[src/rtl/l1d_ram_arb_pkg.sv]
// Shared types and helpers for the L1D RAM arbiter.
package l1d_ram_arb_pkg;

    typedef enum logic {
        IDLE = 1'b0,
        INIT = 1'b1
    } state_t;

    // Index width for n items, never less than one bit.
    function automatic int unsigned idx_width(input int unsigned n);
        return (n > 1) ? $clog2(n) : 1;
    endfunction

endpackage

[src/rtl/l1d_rr_arbiter.sv]
// One-hot request arbiter: round-robin when L1D_RAM_ARB_RR_EN is defined,
// otherwise fixed priority (lowest index wins) with no pointer state.
module l1d_rr_arbiter
    import l1d_ram_arb_pkg::*;
#(
    parameter int unsigned N = 4
) (
    input  logic         clk,
    input  logic         rst,
    input  logic         en,
    input  logic [N-1:0] vld,
    output logic [N-1:0] gnt
);

    localparam int unsigned IW = idx_width(N);

`ifdef L1D_RAM_ARB_RR_EN
    logic [IW-1:0] ptr;
    logic [IW-1:0] gidx;

    // Search requesters starting at the pointer, wrapping around.
    always_comb begin
        logic [IW-1:0] sel;
        logic          found;
        gnt   = '0;
        gidx  = '0;
        sel   = '0;
        found = 1'b0;
        for (int unsigned k = 0; k < N; k++) begin
            sel = IW'((32'(ptr) + k) % N);
            if (en && vld[sel] && !found) begin
                gnt[sel] = 1'b1;
                gidx     = sel;
                found    = 1'b1;
            end
        end
    end

    // Priority moves to the requester after the winner; held with no grant.
    always_ff @(posedge clk or posedge rst) begin
        if (rst) begin
            ptr <= '0;
        end else if (|gnt) begin
            ptr <= (gidx == IW'(N - 1)) ? '0 : gidx + IW'(1);
        end
    end
`else
    logic unused_clk_rst;
    assign unused_clk_rst = clk ^ rst;

    // Isolate the lowest set request bit.
    always_comb begin
        gnt = en ? (vld & (~vld + N'(1))) : '0;
    end
`endif

endmodule

[src/rtl/l1d_ram_arbiter.sv]
// Arbitrates per-requester read/write channels onto a pseudo dual-port RAM,
// with a zeroing sweep started by init_req. Optional round-robin arbitration
// is selected with L1D_RAM_ARB_RR_EN (fixed priority otherwise).
module l1d_ram_arbiter
    import l1d_ram_arb_pkg::*;
#(
    parameter int unsigned NUM_REQ = 4,
    parameter int unsigned WIDTH   = 8,
    parameter int unsigned DEPTH   = 8
) (
    input  logic                                clk,
    input  logic                                rst,
    input  logic [NUM_REQ-1:0]                  rd_req_vld,
    input  logic [NUM_REQ*idx_width(DEPTH)-1:0] rd_req_addr,
    output logic [NUM_REQ-1:0]                  rd_req_rdy,
    input  logic [NUM_REQ-1:0]                  wr_req_vld,
    input  logic [NUM_REQ*idx_width(DEPTH)-1:0] wr_req_addr,
    input  logic [NUM_REQ*WIDTH-1:0]            wr_req_data,
    output logic [NUM_REQ-1:0]                  wr_req_rdy,
    output logic [NUM_REQ-1:0]                  rd_resp_vld,
    output logic [WIDTH-1:0]                    rd_resp_data,
    input  logic                                init_req,
    output logic                                init_busy,
    output logic [idx_width(DEPTH)-1:0]         ram_ra,
    output logic                                ram_re,
    input  logic [WIDTH-1:0]                    ram_rd,
    output logic [idx_width(DEPTH)-1:0]         ram_wa,
    output logic                                ram_we,
    output logic [WIDTH-1:0]                    ram_wd
);

    localparam int unsigned AW = idx_width(DEPTH);

    state_t               state;
    state_t               state_nxt;
    logic [AW-1:0]        cnt;
    logic                 grant_en;
    logic [NUM_REQ-1:0]   rd_gnt;
    logic [NUM_REQ-1:0]   wr_gnt;
    logic [NUM_REQ-1:0]   resp_q;

    // Grants only in IDLE, and a same-cycle init_req blocks them.
    assign grant_en = (state == IDLE) && !init_req && !rst;

    l1d_rr_arbiter #(.N(NUM_REQ)) u_rd_arb (
        .clk (clk),
        .rst (rst),
        .en  (grant_en),
        .vld (rd_req_vld),
        .gnt (rd_gnt)
    );

    l1d_rr_arbiter #(.N(NUM_REQ)) u_wr_arb (
        .clk (clk),
        .rst (rst),
        .en  (grant_en),
        .vld (wr_req_vld),
        .gnt (wr_gnt)
    );

    // FSM state register.
    always_ff @(posedge clk or posedge rst) begin
        if (rst) begin
            state <= IDLE;
        end else begin
            state <= state_nxt;
        end
    end

    // FSM next state: sweep ends after writing the last address.
    always_comb begin
        state_nxt = state;
        case (state)
            IDLE:    if (init_req) state_nxt = INIT;
            INIT:    if (cnt == AW'(DEPTH - 1)) state_nxt = IDLE;
            default: state_nxt = IDLE;
        endcase
    end

    // Sweep address counter, parked at zero outside INIT.
    always_ff @(posedge clk or posedge rst) begin
        if (rst) begin
            cnt <= '0;
        end else if (state == INIT) begin
            cnt <= cnt + AW'(1);
        end else begin
            cnt <= '0;
        end
    end

    // Remember who was granted a read so the next-cycle data is routed back.
    always_ff @(posedge clk or posedge rst) begin
        if (rst) begin
            resp_q <= '0;
        end else begin
            resp_q <= rd_gnt;
        end
    end

    // Mux the granted request onto the RAM ports; the sweep owns the write port.
    always_comb begin
        ram_re = 1'b0;
        ram_ra = '0;
        ram_we = 1'b0;
        ram_wa = '0;
        ram_wd = '0;
        for (int unsigned i = 0; i < NUM_REQ; i++) begin
            if (rd_gnt[i]) begin
                ram_re = 1'b1;
                ram_ra = rd_req_addr[i*AW +: AW];
            end
            if (wr_gnt[i]) begin
                ram_we = 1'b1;
                ram_wa = wr_req_addr[i*AW +: AW];
                ram_wd = wr_req_data[i*WIDTH +: WIDTH];
            end
        end
        if (state == INIT) begin
            ram_we = 1'b1;
            ram_wa = cnt;
            ram_wd = '0;
        end
    end

    assign rd_req_rdy   = rd_gnt;
    assign wr_req_rdy   = wr_gnt;
    assign init_busy    = (state == INIT);
    assign rd_resp_vld  = resp_q;
    assign rd_resp_data = (|resp_q) ? ram_rd : '0;

endmodule

[config.mk]
export PLATFORM = sky130hd
export DESIGN_NAME = l1d_ram_arbiter
export DESIGN_NICKNAME = d
export VERILOG_FILES = /design/src/rtl/l1d_ram_arb_pkg.sv /design/src/rtl/l1d_rr_arbiter.sv /design/src/rtl/l1d_ram_arbiter.sv
export SDC_FILE = /design/constraint.sdc
export NUM_CORES = 1
export LEC_CHECK = 0
export ABC_AREA = 0
export BUFFER_PORTS_ARGS = -buffer_cell sky130_fd_sc_hd__clkbuf_2
export CAP_MARGIN = 20
export CORE_AREA = 5 5 58 60
export CTS_BUF_LIST = sky130_fd_sc_hd__clkbuf_16
export CTS_CLUSTER_SIZE = 8
export DETAILED_ROUTE_END_ITERATION = 16
export DIE_AREA = 0 0 63 65
export MAX_ROUTING_LAYER = met4
export PLACE_DENSITY = 0.85
export SLEW_MARGIN = 10
export SYNTH_ARGS = -nofsm -noshare
export SYNTH_HDL_FRONTEND = slang
export SYNTH_SLANG_ARGS = --single-unit
[constraint.sdc]
create_clock -name clk -period 4.2 [get_ports clk]
set_clock_uncertainty 0.1 [all_clocks]
set_input_delay 0.21 -clock clk [delete_from_list [all_inputs] [get_ports clk]]
set_output_delay 0.21 -clock clk [all_outputs]
set_load 0.05 [all_outputs]
==> out/results.txt, run 1 <==
1st-pass router iterations - 4
HP Start - rd_req_vld[1]
Max cap viols - 0
Post-synth top area share - 20.92%
Critical path endpoint category - output pin
Leakage - 0.8365 nW
Total Neg Setup Slack - 0 ps
Number of global-route vias before repair - 1271
CP Max Fanout - 17
First-pass GRT wire length - 5609 µm
Initial antenna violation count - 0
Placed inst area - 1523 µm²
Post-synth EDFFs - 0
Largest delay share family, worst path - simple AND/OR/NAND/NOR gates
Cell taking the most area after synthesis - dfrtp_1
Die extent in y - 65 µm
Area contributors post-synth - dfrtp_1 21%, a221oi_2 13%, a22oi_1 7.8%, nor2b_1 6.5%, o22ai_1 5.9%
Slowest CP cell - or3_1
Critical path arrival - 2760 ps
Rel. slew slack - 55.36%
Hold path cells - 2
Commonest non-fill, non-tap cells in the layout - 112 x clkbuf_2, 10 x nand2_1, 10 x nor2b_1, 10 x a22oi_1, 9 x o22ai_1
CTS max path bufs - 2
Final hold vios - 0
Max incr delay on CP - 700 ps
Reg2Reg Setup Slack - 2040 ps
Status - finished clean
Die ar. - 4095 µm²
Top FF cell, synth - dfrtp_1
H-tree lvl count - 1
Total GRT Usage - 16.98%
Core Area - 2878 µm²
Rows - 20
Die Wd - 63 µm
Worst Path Required - 3890 ps
DRC - 0
Hold Crit Endpoint - rd_resp_vld[2]
TritonCTS clock tree - yes
Pwr/cell area - 363.5 nW/µm²
Remaining Overflow, GRT - 0
Syn Area/Cell - 8.181 µm²
Synthesized flop and latch total - 8
Kind of critical path - reg2out
Most common cell after layout, fill and taps aside - clkbuf_2
Area growth syn-to-layout - 68.50%
RR Endpoint - rd_resp_vld[1]
FF-to-FF Start - init_busy
Num ports - 112
Clk_lat worst skew - 230 ps
Fmax - 326.1 MHz
Layout cells sized above 1 - 56.44%
Unrepaired setup endpoints after global routing - no
Worst hold margin - 112.7 ps
Clk root buf - clkbuf_16
DR iter-0 viols - 47
Distinct cells, synth - 35
Post_cts resized - 0
Largest net degree at the start of global routing - 18
Minimum clock period - 3067 ps
Fin. max-slew vios - 0
Period utilisation layout - 73.02%
Synth warnings - 0
Reg clk slew, reported paths - 30 ps
Final setup violation count - 0
Min-Delay Path Class - in2reg
Fin area - 1613 µm²
Worst r2r path cells - 2
IO buf count - 111
Startpoint types - flip-flop
Worst slew pin tran - 666.6 ps
Highest ir drop seen on vdd - 0.2479 mV
Post-CTS Setup Bufs - 0
Hold-fix buffers at CTS - 1
Vias per inst - 5.167
DRT antenna net count - 0
Post-synthesis sequential area ratio - 20.92%
Fillers - 293
Via count - 1333
GPL Wtd Cong - 0.8006
Count of buffer and inverter cells on the critical path - 1
Nets - 304
Async SR Flop Fraction - 100.0%
Routed Wire Length - 3557 µm
Clk sinks - 8
Initial core utilization - 33.26%
Crit-path cells - or3_1 -> nor3b_4 -> a22oi_1 -> a221oi_2 -> clkbuf_2
Post-Syn Area - 957.2 µm²
Wire per inst - 13.79 µm
TritonCTS Buffers - 3
Hpwl dp - 3099 µm
Post-Syn Instances - 117
Syn Nets - 194
N_diodes - 0
## metrics by stage
stage,setup WS [ps],power (mW),util [%],instances
floorplan,351.9,0.3452,-,117
detailed placement,1400,0.4317,52.91,253
global route,941.7,0.6235,56.04,258
CTS,1154,0.5896,55.87,257
finish,1133,0.5863,56.04,258
global placement,1407,0.4300,52.91,253
## cell families (layout without fill, tap and decap cells)
family | count (synthesis) | in the layout | synth area share [%]
flip-flops | 8 | 8 | 20.91
buffers and inverters | 14 | 122 | 6.011
AO/OA/AOI/OAI | 48 | 48 | 40.39
AND/OR/NAND/NOR | 45 | 45 | 30.07
adder cells (fa/ha/maj) | 2 | 2 | 2.614
## worst max path at each step
stage,startpoint,slack [ps],end,depth (start not counted)
2_1_floorplan,init_busy,350,ram_ra[0],5
3_3_place_gp,init_busy,1410,ram_wd[3],5
3_5_place_dp,init_busy,1400,ram_wd[6],5
4_1_cts,init_busy,1150,ram_wd[6],5
5_1_grt,init_busy,940,ram_wd[5],5
6_report,init_busy,1130,ram_wd[6],5
## layer usage
metal	global-route usage (%)	share of wire, %	vias to the layer above
met5	-	0	-
met1	18.40	38	618
met3	3.640	5.2	6
li1	-	-	668
met4	6.897	1.6	0
met2	30.00	55	41
## area by class of cell
class,instances,area [µm²],share of cell area (%)
multi-input cells,95,699.4,43.37
repair buffers,114,578.1,35.84
flip-flops and latches,8,200.2,12.41
clock buffers,3,75.07,4.655
well taps,33,41.29,2.560
inverters,5,18.77,1.164
## flip-flops by register name, summed over array words and instances (netlist names)
signal / count
init_busy: 1
cnt: 3
rd_resp_vld: 4
## cell usage after synthesis (2+ instances only)
cell type / count
buf_2: 4
and2_1: 4
o21ai_0: 2
a21oi_1: 6
ha_1: 2
nor2b_1: 10
nand2_1: 10
a31oi_1: 3
o21a_1: 2
inv_1: 4
o211ai_1: 2
o22ai_1: 9
nand3b_1: 3
clkbuf_1: 4
a22oi_1: 10
a221oi_2: 8
nor2_1: 5
nor3_1: 2
o31ai_1: 2
dfrtp_1: 8
a21o_1: 3
## where the power goes
group | total (mW) | leakage [nW] | internal [mW] | switching, mW
logic | 0.304 | 0.696 | 0.0965 | 0.207
registers | 0.128 | 0.103 | 0.0964 | 0.0314
clock network | 0.155 | 0.0370 | 0.122 | 0.0326
total | 0.586 | 0.837 | 0.315 | 0.271
Note: power is estimated with default switching activity, not from simulation.
==> inputs of run 2 (changes only) <==
Settings changed: ABC_AREA 0 to 1, CORE_AREA 5 5 58 60 to 5 5 66 68, DIE_AREA 0 0 63 65 to 0 0 71 73, PLACE_DENSITY 0.85 to 0.77.
Clock period 4.2 ns to 2.5 ns, I/O delays scaled along.
==> run 2 against run 1 <==
Register-to-register slack worse by 1000 ps. Sequential share of layout area shrank 1.5 points. Via count up 21%. Combinational power is 140% higher. Wire length is 15% higher. Clock-buffer cell count did not move. Global-route usage is 0.90 points lower. Synthesized cell count up 63%. First-iteration DRC count increased by 66%. Flip-flop and latch count did not move. Die area up 27%. Final cell count up 36%. Critical path type unchanged. Largest cell class unchanged.
==> out/results.txt, run 2 <==
Synth warnings - 0
Wire per inst - 11.71 µm
Setup slack after layout - 317.6 ps
N_diodes - 0
DRC - 0
Synth Area in Simple Gates - 65.45%
CP Max Fanout - 28
Reg clk slew, reported paths - 40 ps
Worst r2r path cells - 5
GPL Wtd Cong - 0.9056
Post_cts resized - 0
Area growth syn-to-layout - 56.79%
Number of global-route vias before repair - 1548
Clk sinks - 8
Compound-cell area share of the yosys netlist - 0.8556%
Main combinational cell family by area after synthesis - simple AND/OR/NAND/NOR gates
Die Wd - 71 µm
Initial antenna violation count - 0
Fin util - 48.29%
Rows - 23
Post-synthesis mux area share - 0%
Max incr delay on CP - 380 ps
Via count - 1608
H-tree lvl count - 1
IO buf count - 111
Final hold vios - 0
Largest register FFs - 4
1st-pass router iterations - 4
Die extent in y - 73 µm
Minimum clock period - 2182 ps
Distinct cells, synth - 21
Unrepaired setup endpoints after global routing - no
Startpoint types - flip-flop
Most common cell in the synthesized netlist - nor2_1
Post-synth EDFFs - 0
Hpwl dp - 3492 µm
Min-Delay Path Class - in2reg
Pwr/cell area - 650.4 nW/µm²
Slowest CP cell - dfrtp_1
TritonCTS clock tree - yes
Highest ir drop seen on vdd - 0.3163 mV
Crit-path cells - clkinv_2 -> nand2_4 -> nor2_8 -> nand2_2 -> nor2_2 -> nand2_1 -> nand3b_1 -> clkbuf_2
Top FF cell, synth - dfrtp_1
Vias per inst - 4.594
Period utilisation layout - 87.30%
First-pass GRT wire length - 6824 µm
DR iter-0 viols - 78
Count of buffer and inverter cells on the critical path - 2
Kind of critical path - reg2out
Crit path depth - 8
Syn Nets - 268
Num ports - 112
Rel. slew slack - 54.34%
Largest net degree at the start of global routing - 29
Async SR Flop Fraction - 100.0%
Final setup violation count - 0
Routed Wire Length - 4097 µm
Fin area - 1834 µm²
Worst Path Required - 2280 ps
Total GRT Usage - 16.09%
Largest delay share family, worst path - simple AND/OR/NAND/NOR gates
Leakage - 1.138 nW
DRT antenna net count - 0
Post-synth top area share - 17.11%
Status - finished clean
Hold path cells - 2
CTS max path bufs - 2
TritonCTS Buffers - 3
Fillers - 417
Fin. max-slew vios - 0
Placed inst area - 1749 µm²
Post-Syn Instances - 191
Max cap viols - 0
Setup Slack @ Placement - 543.2 ps
Die ar. - 5183 µm²
Nets - 379
Total Neg Setup Slack - 0 ps
Post-Syn Area - 1170 µm²
Critical path endpoint category - output pin
Clk root buf - clkbuf_16
Clk_lat worst skew - 230 ps
Syn Area/Cell - 6.125 µm²
Initial core utilization - 30.80%
Worst slew pin tran - 682.4 ps
Hold-fix buffers at CTS - 1
Fmax - 458.2 MHz
Commonest non-fill, non-tap cells in the layout - 111 x clkbuf_2, 37 x nor2_1, 32 x nand2_1
Remaining Overflow, GRT - 0
Synth Area in Adders - 2.139%
Area contributors post-synth - dfrtp_1 17%, nor2_1 13%, nand3b_1 12%, nand3_1 10%, nand2_1 10%
Synth Area in XOR/XNOR - 0%
Most common cell after layout, fill and taps aside - clkbuf_2
Synthesized flop and latch total - 8
Post-synth top cells - 39 x nor2_1, 32 x nand2_1, 24 x inv_1, 24 x nand3_1, 19 x nand3b_1
Post-CTS Setup Bufs - 0
Core Area - 3799 µm²
Critical path arrival - 1960 ps
Cell taking the most area after synthesis - dfrtp_1
Post-synthesis sequential area ratio - 17.11%
Layout cells sized above 1 - 45.33%
-- run 2: cell types whose count changed in the layout (fill, tap and decap cells not counted), moves of 5 or more --
cell / change
a21oi_1: -5
nand2_1: +22
o22ai_1: -9
nor2_1: +32
a22oi_1: -10
nor2b_1: -10
a221oi_2: -8
inv_1: +20
nand3b_1: +16
nand3_1: +23
nand4_1: +13
-- run 2: metal layers --
layer	up-vias	global-route usage [%]	wire [µm]
li1	835	-	-
met3	4	1.928	229
met4	0	3.132	31
met1	712	20.65	1905
met2	57	27.39	1931
met5	-	-	0
-- run 2: kinds of logic (layout without fill, tap and decap cells) --
| kind of cell | count (synthesis) | after routing |
|---|---|---|
| fa+ha+maj | 2 | 2 |
| simple gates | 142 | 142 |
| compound gates | 2 | 2 |
| flops | 8 | 8 |
| buf+inv | 37 | 146 |
-- run 2: worst paths after layout --
check | start | to | slack [ps]
worst max-delay path | init_busy | ram_ra[2] | 320
worst min-delay path | rd_req_vld[0] | rd_resp_vld[1] | 10
worst max register to register | init_busy | rd_resp_vld[3] | 1010
worst min register to register | cnt[0] | cnt[0] | 380
max in group asynchronous | rst | cnt[0] | 1630
min in group asynchronous | rst | cnt[1] | 490
-- run 2: layout make-up --
| class | instances | area [µm²] | share of cell area [%] |
|---|---|---|---|
| well taps | 50 | 62.56 | 3.411 |
| flip-flops and latches | 8 | 200.2 | 10.91 |
| repair buffers | 114 | 580.6 | 31.65 |
| inverters | 29 | 110.1 | 6.003 |
| clock buffers | 3 | 75.07 | 4.093 |
| multi-input cells | 146 | 805.8 | 43.93 |
-- run 2: stage by stage --
stage / power (mW) / std cells / hold slack (ps)
global placement: 0.9249 / 346 / 174.3
global route: 1.278 / 350 / 26.84
CTS: 1.205 / 350 / 6.761
finish: 1.193 / 350 / 10.43
detailed placement: 0.9300 / 346 / 192.4
floorplan: 0.7596 / 191 / 51.92
-- run 2: where the power goes --
group	internal, mW	switching (mW)
logic	0.212	0.528
clock network	0.206	0.0563
registers	0.167	0.0238
total	0.585	0.608
-- run 2: worst reg2reg max path: cells and delay by family, from the launching register on --
kind | cells | cell delay [ps]
AND/OR/NAND/NOR | 4 | 730
flip-flops | 1 | 380
buffers and inverters | 1 | 160
